<file path="src/rtl/reg_circuit_bypass_if.sv">
// Decode-stage register circuit bus.
// Carries the read-address selection, the writeback write port, the issue
// notification for the busy scoreboard, and the read data / stall results.
//
// Signals:
//   Rn, Rm, Rd_read, Reg2Loc     read port addressing (port 2 picks Rm or Rd_read)
//   Rd_write, RegWrite, RegDataIn writeback write port
//   IssueValid, IssueRd           destination of the instruction leaving decode
//   D1, D2                        read data for port 1 and port 2
//   Stall                         a source operand still waits on its producer
//
// Modports:
//   master  decode/writeback side, drives addresses and data, receives results
//   slave   register circuit side
interface reg_circuit_bypass_if #(
    parameter int DATA_W = 64,
    parameter int ADDR_W = 5
);
    logic [ADDR_W-1:0] Rn;
    logic [ADDR_W-1:0] Rm;
    logic [ADDR_W-1:0] Rd_read;
    logic              Reg2Loc;
    logic [ADDR_W-1:0] Rd_write;
    logic              RegWrite;
    logic [DATA_W-1:0] RegDataIn;
    logic              IssueValid;
    logic [ADDR_W-1:0] IssueRd;
    logic [DATA_W-1:0] D1;
    logic [DATA_W-1:0] D2;
    logic              Stall;

    modport master (
        output Rn, Rm, Rd_read, Reg2Loc,
        output Rd_write, RegWrite, RegDataIn,
        output IssueValid, IssueRd,
        input  D1, D2, Stall
    );

    modport slave (
        input  Rn, Rm, Rd_read, Reg2Loc,
        input  Rd_write, RegWrite, RegDataIn,
        input  IssueValid, IssueRd,
        output D1, D2, Stall
    );
endinterface

</file>
<file path="src/rtl/reg_circuit_bypass.sv">
// Decode-stage register circuit with write-through bypass and busy scoreboard.
// Two combinational read ports, one write port written on the rising edge,
// the Reg2Loc source-2 selector, and a per-register busy bit that raises
// Stall while a source register still has an outstanding producer.
//
// Ports:
//   clk      system clock, all state changes on the rising edge
//   reset_n  asynchronous active-low reset, clears registers and busy bits
//   bus      reg_circuit_bypass_if slave modport (addresses, write port,
//            issue notification, D1/D2 read data, Stall)
//
// Parameters:
//   DATA_W       register width
//   ADDR_W       address width, depth is 2**ADDR_W
//   ZERO_REG_EN  highest register reads 0, ignores writes, never busy
//   BYPASS_EN    forward same-cycle write data to the read ports
module reg_circuit_bypass #(
    parameter int DATA_W      = 64,
    parameter int ADDR_W      = 5,
    parameter int ZERO_REG_EN = 1,
    parameter int BYPASS_EN   = 1
) (
    input logic                 clk,
    input logic                 reset_n,
    reg_circuit_bypass_if.slave bus
);

    localparam int                DEPTH     = 2 ** ADDR_W;
    localparam logic [ADDR_W-1:0] ZERO_ADDR = '1;
    localparam bit                ZERO_ON   = (ZERO_REG_EN != 0);
    localparam bit                BYPASS_ON = (BYPASS_EN != 0);

    logic [DATA_W-1:0] mem [DEPTH];
    logic [DEPTH-1:0]  busy;
    logic [DEPTH-1:0]  busyNext;
    logic [ADDR_W-1:0] src2;
    logic              writeAllowed;
    logic              hit1;
    logic              hit2;

    function automatic logic isZero(input logic [ADDR_W-1:0] a);
        return ZERO_ON && (a == ZERO_ADDR);
    endfunction

    assign src2         = bus.Reg2Loc ? bus.Rm : bus.Rd_read;
    assign writeAllowed = bus.RegWrite && !isZero(bus.Rd_write);

    // A bypass hit means the writeback in flight this cycle targets the read
    // address; it both supplies the data and satisfies any pending busy bit.
    assign hit1 = BYPASS_ON && bus.RegWrite && (bus.Rd_write == bus.Rn);
    assign hit2 = BYPASS_ON && bus.RegWrite && (bus.Rd_write == src2);

    // Register storage. The zero register is never written, so it stays at
    // its reset value of 0 even though reads also force it to 0.
    always_ff @(posedge clk or negedge reset_n) begin
        if (!reset_n) begin
            for (int i = 0; i < DEPTH; i++) begin
                mem[i] <= '0;
            end
        end else if (writeAllowed) begin
            mem[bus.Rd_write] <= bus.RegDataIn;
        end
    end

    // Scoreboard next state. The clear is applied first so that an issue to
    // the same register in the same cycle wins: the new producer supersedes
    // the one that is just retiring.
    always_comb begin
        busyNext = busy;
        if (bus.RegWrite) begin
            busyNext[bus.Rd_write] = 1'b0;
        end
        if (bus.IssueValid && !isZero(bus.IssueRd)) begin
            busyNext[bus.IssueRd] = 1'b1;
        end
    end

    // Scoreboard register.
    always_ff @(posedge clk or negedge reset_n) begin
        if (!reset_n) begin
            busy <= '0;
        end else begin
            busy <= busyNext;
        end
    end

    // Read ports and stall. Everything is forced to 0 while reset is held so
    // a writeback presented during reset cannot leak through the bypass.
    always_comb begin
        bus.D1    = '0;
        bus.D2    = '0;
        bus.Stall = 1'b0;
        if (reset_n) begin
            if (!isZero(bus.Rn)) begin
                bus.D1 = hit1 ? bus.RegDataIn : mem[bus.Rn];
            end
            if (!isZero(src2)) begin
                bus.D2 = hit2 ? bus.RegDataIn : mem[src2];
            end
            bus.Stall = (busy[bus.Rn] && !hit1) || (busy[src2] && !hit2);
        end
    end

endmodule
</file>
<file path="src/flat_wrapper.sv">
// flat-port wrapper written by rule: the top's interface ports become plain ports
module reg_circuit_bypass_flat 
#(
    parameter int DATA_W      = 64,
    parameter int ADDR_W      = 5,
    parameter int ZERO_REG_EN = 1,
    parameter int BYPASS_EN   = 1
)
  (clk, reset_n, bus_Rn, bus_Rm, bus_Rd_read, bus_Reg2Loc, bus_Rd_write, bus_RegWrite, bus_RegDataIn, bus_IssueValid, bus_IssueRd, bus_D1, bus_D2, bus_Stall);
  reg_circuit_bypass_if #(.DATA_W(DATA_W), .ADDR_W(ADDR_W)) bus_i ();
  input logic clk;
  input logic reset_n;
  input wire logic [$bits(bus_i.Rn)-1:0] bus_Rn;
  input wire logic [$bits(bus_i.Rm)-1:0] bus_Rm;
  input wire logic [$bits(bus_i.Rd_read)-1:0] bus_Rd_read;
  input wire logic [$bits(bus_i.Reg2Loc)-1:0] bus_Reg2Loc;
  input wire logic [$bits(bus_i.Rd_write)-1:0] bus_Rd_write;
  input wire logic [$bits(bus_i.RegWrite)-1:0] bus_RegWrite;
  input wire logic [$bits(bus_i.RegDataIn)-1:0] bus_RegDataIn;
  input wire logic [$bits(bus_i.IssueValid)-1:0] bus_IssueValid;
  input wire logic [$bits(bus_i.IssueRd)-1:0] bus_IssueRd;
  output wire logic [$bits(bus_i.D1)-1:0] bus_D1;
  output wire logic [$bits(bus_i.D2)-1:0] bus_D2;
  output wire logic [$bits(bus_i.Stall)-1:0] bus_Stall;
  assign bus_i.Rn = bus_Rn;
  assign bus_i.Rm = bus_Rm;
  assign bus_i.Rd_read = bus_Rd_read;
  assign bus_i.Reg2Loc = bus_Reg2Loc;
  assign bus_i.Rd_write = bus_Rd_write;
  assign bus_i.RegWrite = bus_RegWrite;
  assign bus_i.RegDataIn = bus_RegDataIn;
  assign bus_i.IssueValid = bus_IssueValid;
  assign bus_i.IssueRd = bus_IssueRd;
  assign bus_D1 = bus_i.D1;
  assign bus_D2 = bus_i.D2;
  assign bus_Stall = bus_i.Stall;
  reg_circuit_bypass #(.DATA_W(DATA_W), .ADDR_W(ADDR_W), .ZERO_REG_EN(ZERO_REG_EN), .BYPASS_EN(BYPASS_EN)) u_core (.clk(clk), .reset_n(reset_n), .bus(bus_i));
endmodule
</file>
<file path="config.mk">
export PLATFORM = sky130hd
export DESIGN_NAME = reg_circuit_bypass_flat
export DESIGN_NICKNAME = d
export VERILOG_FILES = /design/src/rtl/reg_circuit_bypass_if.sv /design/src/rtl/reg_circuit_bypass.sv /design/src/flat_wrapper.sv
export SDC_FILE = /design/constraint.sdc
export NUM_CORES = 2
export LEC_CHECK = 0
export ABC_CLOCK_PERIOD_IN_PS = 2950
export CAP_MARGIN = 20
export CELL_PAD_IN_SITES_DETAIL_PLACEMENT = 1
export CELL_PAD_IN_SITES_GLOBAL_PLACEMENT = 2
export CORE_MARGIN = 5
export CORE_UTILIZATION = 39
export CTS_BUF_LIST = sky130_fd_sc_hd__clkbuf_16
export CTS_CLUSTER_SIZE = 8
export DETAILED_ROUTE_END_ITERATION = 16
export PLACE_DENSITY = 0.83
export SETUP_SLACK_MARGIN = 0.15
export SLEW_MARGIN = 20
export SYNTH_ARGS = -nofsm -noshare
export SYNTH_HDL_FRONTEND = slang
export SYNTH_SLANG_ARGS = --single-unit
</file>
<file path="constraint.sdc">
create_clock -name clk -period 2.95 [get_ports clk]
set_input_delay 0.59 -clock clk [delete_from_list [all_inputs] [get_ports clk]]
set_output_delay 0.59 -clock clk [all_outputs]
set_load 0.01 [all_outputs]
</file>
; Word-level counts from Yosys, hierarchy flattened
; Index checks and enable logic that the tools add are counted.
[word_totals]
elab_cells = 96
ff_bits = 2080
[op_classes]
n_reduce_logical = 14
bitwise_logic = 6
n_mux = 27
magnitude_cmp = 10
eq_ne = 6
[op_table]
columns = operator, n
row1 = bitwise mux 2048 bit, 1
row2 = 2-to-1 mux 64 bit, 11
row3 = binary-select mux 64 bit (select 5 bit), 2
row4 = demux 64 bit (select 5 bit), 1
row5 = 2-to-1 mux 32 bit, 2
row6 = AND 32 bit, 1
row7 = inverter 32 bit, 1
row8 = OR 32 bit, 1
row9 = < comparator 5 x 6 -> 1 bit (second input constant), 4
row10 = == test 5 bit (second input constant), 4
row11 = greater-or-equal comparator 6 bit (second input constant), 3
row12 = inverter 5 -> 6 bit, 3
row13 = binary-select mux 1 bit (select 5 bit), 2
row14 = demux 1 bit (select 5 bit), 2
row15 = == test 5 bit, 2
row16 = greater-or-equal comparator 5 x 1 -> 1 bit (second input constant), 2
row17 = logical AND 1 bit, 9
row18 = < comparator 6 x 1 -> 1 bit (second input constant), 1
row19 = 2-to-1 mux 1 bit, 5
row20 = 2-to-1 mux 5 bit, 1
row21 = zero test 1 bit, 4
row22 = logical OR 1 bit, 1

; Longest topological paths before layout
[logic_depth]
word_depth = 9
ltp_mapped = 13
ltp_nobuf = 7

; Least setup slack after synthesis
; Ideal clock, no wire load.
[synth_timing]
path_kind = input port to output port
startpoint = input port bus_Rn[0]
endpoint = output port bus_D1[11]
slack_ns = -0.147
n_path_buf = 3
cell_stages = 7
t_arrival_ns = 2.507
path_cell_list = buf_2 clkbuf_1 buf_2 mux4_2 mux4_2 mux2i_1 a211oi_1
[synth_via]
elab_chain_len = 7
word_cells_on_any_way = 10
classes_between = 2 x eq/ne / 6 x mux / 1 x bitwise / 1 x reduce/logical
[synth_rtl]
columns = element, line
row1 = "start, declared", flat_wrapper.sv:13  ; input wire logic [$bits(bus_i.Rn)-1:0] bus_Rn;
row2 = inverter 5 -> 6 bit (implied by the code), reg_circuit_bypass.sv:95  ; bus.D1 = hit1 ? bus.RegDataIn : mem[bus.Rn];
row3 = binary-select mux 64 bit (select 5 bit), reg_circuit_bypass.sv:95
row4 = 2-to-1 mux 64 bit (implied by the code) (2 in series), reg_circuit_bypass.sv:95
row5 = 2-to-1 mux 64 bit, reg_circuit_bypass.sv:95
row6 = 2-to-1 mux 64 bit *, reg_circuit_bypass.sv:94  ; if (!isZero(bus.Rn)) begin
row7 = 2-to-1 mux 64 bit *, reg_circuit_bypass.sv:93  ; if (reset_n) begin
row8 = "end, declared", flat_wrapper.sv:22  ; output wire logic [$bits(bus_i.D1)-1:0] bus_D1;
; Every way passes the cells marked *; elsewhere a longest branch is shown, timed or not. The select of a mux whose other input is x is not followed.

; Worst setup path in the final report
[layout_timing]
startpoint = register u_core.mem[129] in the netlist's numbering
endpoint = output port bus_D2[1]
[layout_via]
elab_chain_len = 6
[layout_rtl]
columns = element, line
row1 = "start, declared", reg_circuit_bypass.sv:33  ; logic [DATA_W-1:0] mem [DEPTH];
row2 = "start signal, assigned by index", reg_circuit_bypass.sv:61  ; mem[bus.Rd_write] <= bus.RegDataIn;
row3 = binary-select mux 64 bit (select 5 bit), reg_circuit_bypass.sv:98  ; bus.D2 = hit2 ? bus.RegDataIn : mem[src2];
row4 = 2-to-1 mux 64 bit (implied by the code) (2 in series), reg_circuit_bypass.sv:98
row5 = 2-to-1 mux 64 bit, reg_circuit_bypass.sv:98
row6 = 2-to-1 mux 64 bit, reg_circuit_bypass.sv:97  ; if (!isZero(src2)) begin
row7 = 2-to-1 mux 64 bit, reg_circuit_bypass.sv:93
row8 = "end, declared", flat_wrapper.sv:23  ; output wire logic [$bits(bus_i.D2)-1:0] bus_D2;
; No other way between the ends. The select of a mux whose other input is x is not followed.

==> metrics.cfg <==
[drt]
wl_microns = 748000
drc = 0
vias = 131251
vias_per_cell = 7.33
dr.pass1.iters = 7
antenna_left = 0
drt-initial-drc-count = 20283
route.detailed.wl_per_inst_microns = 41.8

[setup_path]
path_max_fanout = 3
cp_common_cell = buf_6
worst_setup_path_end_kind = output port
worstPathRequired_ns = 2.36
max_stage_delay_ns = 0.47
critPathArrivalTime_ns = 3.35
crit_type = flop to output port
crit_chain = nor2b_2 > o22ai_4 > nor2_2 > a221oi_4 > a211oi_1 > or4_4 > a21oi_4 > buf_6 > buf_6
crit_path_start_kind = flop
slowest_stage = or4_4

[global_route]
track_usage = 0.412
grt_pass1_wl_microns = 1010000
grt_overflow = 0
grt_pass1_vias = 131501
grt_max_degree = 165
antenna_found_initial = 52

[timing]
fmax_mhz = 254
slew_headroom = 0.275
slew_viol_final = 0
whs_ns = -0.00757
hold_viol = 3
setup_violations = 129
post-route-min-period_ns = 3.94
tightest_slew_ns = 1.09
finalWorstSetupSlack_ns = -0.987
finClkSkew_ns = 0
rsz0062_at_grt = yes
setup_tns_ns = -88.11
fin_crit_sh = 1.33

[placed_design]
dp_hpwl_microns = 459000
placed_cell_area_sq_um = 150000
dp.cells = 16717
globalplace.congestion = 0.983
io_buffers = 222

[final_layout]
final_nets = 13598
drive_gt1_frac = 0.476
area_growth_pct = 36.6
design_area_sq_um = 174000
stdcell_count = 17907
final_core_util = 0.535

[floorplanning]
fp.dieH_microns = 581
ios = 223
fp.dieW_microns = 581
core-area_sq_um = 325000
die_area_sq_um = 338000
start_util = 0.392
num_rows = 209

[synth]
syn_nets = 11927
syn-instance-count = 11833
ys_seq_area_frac = 0.409
netlist_area_sq_um = 127000
async_flop_share = 1.00
ys_ff_latch = 2080
ys_warn_count = 0
yosysTopAreaCellShare = 0.409
synth_most_common_cell = dfrtp_1
synth.avg_cell_area_sq_um = 10.7
synth.area.top_cells = dfrtp_1 41%, mux2_2 17%, mux4_2 12%
yosys-top-cells-count = 2080 x dfrtp_1, 1884 x mux2_2, 1365 x o21ai_0, 784 x clkbuf_1, 780 x nor2_1
synthFlopType = dfrtp_1
ys_types = 97
synth_edf_count = 0
synth_top_area_cell = dfrtp_1

[clock_network]
cts_buffers = 300
cts_tree = built
htree_levels = 5
clk_pin_slew_ns = 0.06
cts-root-buf = clkbuf_16
clk_latency_ns = 0.96
cts_sinks = 2080
clockBufferDepth = 4

[outcome]
violations = negative hold slack, negative setup slack
status = finished, violations left

[power_and_ir_drop]
powerDensity_nw_per_um2 = 600
ir_drop_uv = 438
leakagePower_nw = 73.9

[flow_run]
maxCapViolCount = 0

[hold_path]
worst_hold_path_type = primary input to asynchronous set/reset pin

[area by class of cell]
type | count | area [sq um]
Timing Repair Buffer | 2788 | 33300
Tap cell | 4325 | 5410
Multi-Input combinational cell | 8098 | 73900
Clock buffer | 307 | 7680
Inverter | 236 | 906
Antenna cell | 40 | 100
Fill cell | 32833 | 151000
Sequential cell | 2080 | 52100
Clock inverter | 33 | 365
[through the flow]
stage / total power, mW / setup slack [ns]
after detailed placement: 64.9 / -2.00
after global routing: 106 / -0.946
final: 104 / -0.987
after CTS: 100 / -0.889
after global placement: 63.2 / -2.03
after floorplan: 52.7 / 0.0389
[sequential cells by signal (all words and copies together) (netlist names)]
register,count
u_core.busy,32
u_core.mem,2048
[path summary, 6_finish.rpt]
| kind | start | end | slack, ns | cells past startpoint |
|---|---|---|---|---|
| max reg2reg | u_core.mem[593] | u_core.mem[593] | 1.73 | 4 |
| min in group clk | u_core.mem[20] | u_core.mem[20] | 0.40 | 0 |
| min | reset_n | u_core.mem[1572] | -0.008 | 3 |
| max | u_core.mem[129] | bus_D2[1] | -0.99 | 9 |
| min reg2reg | u_core.mem[20] | u_core.mem[20] | 0.40 | 0 |
| max in group asynchronous | reset_n | u_core.mem[1720] | 0.13 | 6 |
[worst max-delay path: cells and delay by family (launching register included)]
family,cells,cell delay (ns)
AO/OA/AOI/OAI,4,1.02
buffers and inverters,2,0.26
flip-flops,1,0.44
AND/OR/NAND/NOR,3,0.67
[per-layer routing]
| layer | GRT usage | vias to the layer above | share of wire | routed length [microns] |
|---|---|---|---|---|
| li1 | - | 48081 | - | - |
| met1 | 0.510 | 66915 | 0.35 | 258000 |
| met2 | 0.575 | 12195 | 0.41 | 304000 |
| met3 | 0.155 | 4026 | 0.15 | 110000 |
| met4 | 0.323 | 34 | 0.10 | 75500 |
| met5 | 0 | - | 0.00037 | 274 |
[where the power goes]
group | internal (mW) | total (mW) | switching, mW
clock | 18.4 | 32.7 | 14.3
combinational | 15.7 | 32.1 | 16.4
sequential | 34.1 | 39.5 | 5.39
total | 68.1 | 104 | 36.1
[repair_timing]
action / in CTS / in global routing
hold buffers: 1 / 0
resized for setup: 1640 / 656
hold endpoints to repair: 88 / 0
setup endpoints to repair: 129 / 291
pin swaps: 294 / 329
gates cloned: 49 / 27
buffers inserted: 523 / 211
[cell usage in the layout, fill, tap and decap left out, types with 45 or more instances in the layout]
cell type	synthesis	layout
a211oi_1	291	180
a211oi_2	0	95
a21oi_1	687	591
a21oi_2	0	81
a22oi_1	95	87
a31oi_1	80	52
buf_12	0	617
buf_16	0	100
buf_2	487	93
buf_4	41	1475
buf_6	11	313
buf_8	1	69
clkbuf_16	0	333
clkdlybuf4s50_1	0	71
dfrtp_1	2080	2070
inv_1	236	240
mux2_2	1884	1880
mux2i_1	106	65
mux4_2	657	657
nand2_1	389	349
nand3_1	121	102
nor2_1	780	726
nor2b_1	55	49
nor3_1	105	74
o211ai_1	385	385
o21ai_0	1365	1173
o21ai_1	9	138
o21ai_2	1	52
o21bai_1	54	54
o221ai_1	51	45
o22ai_1	205	160
o31ai_1	126	83
[cells by family (layout without fill, tap and decap cells)]
logic type | Yosys count | in the layout | synth area share
and+or+nand+nor | 1674 | 1674 | 0.0578
AOI/OAI and AO/OA | 3761 | 3761 | 0.184
DFF | 2080 | 2080 | 0.409
muxes | 2653 | 2653 | 0.292
buffers and inverters | 1655 | 3364 | 0.0556
other | 0 | 40 | 0
xor gates and xnor gates | 10 | 10 | 0.000689
(Power assumes the default switching activity.)
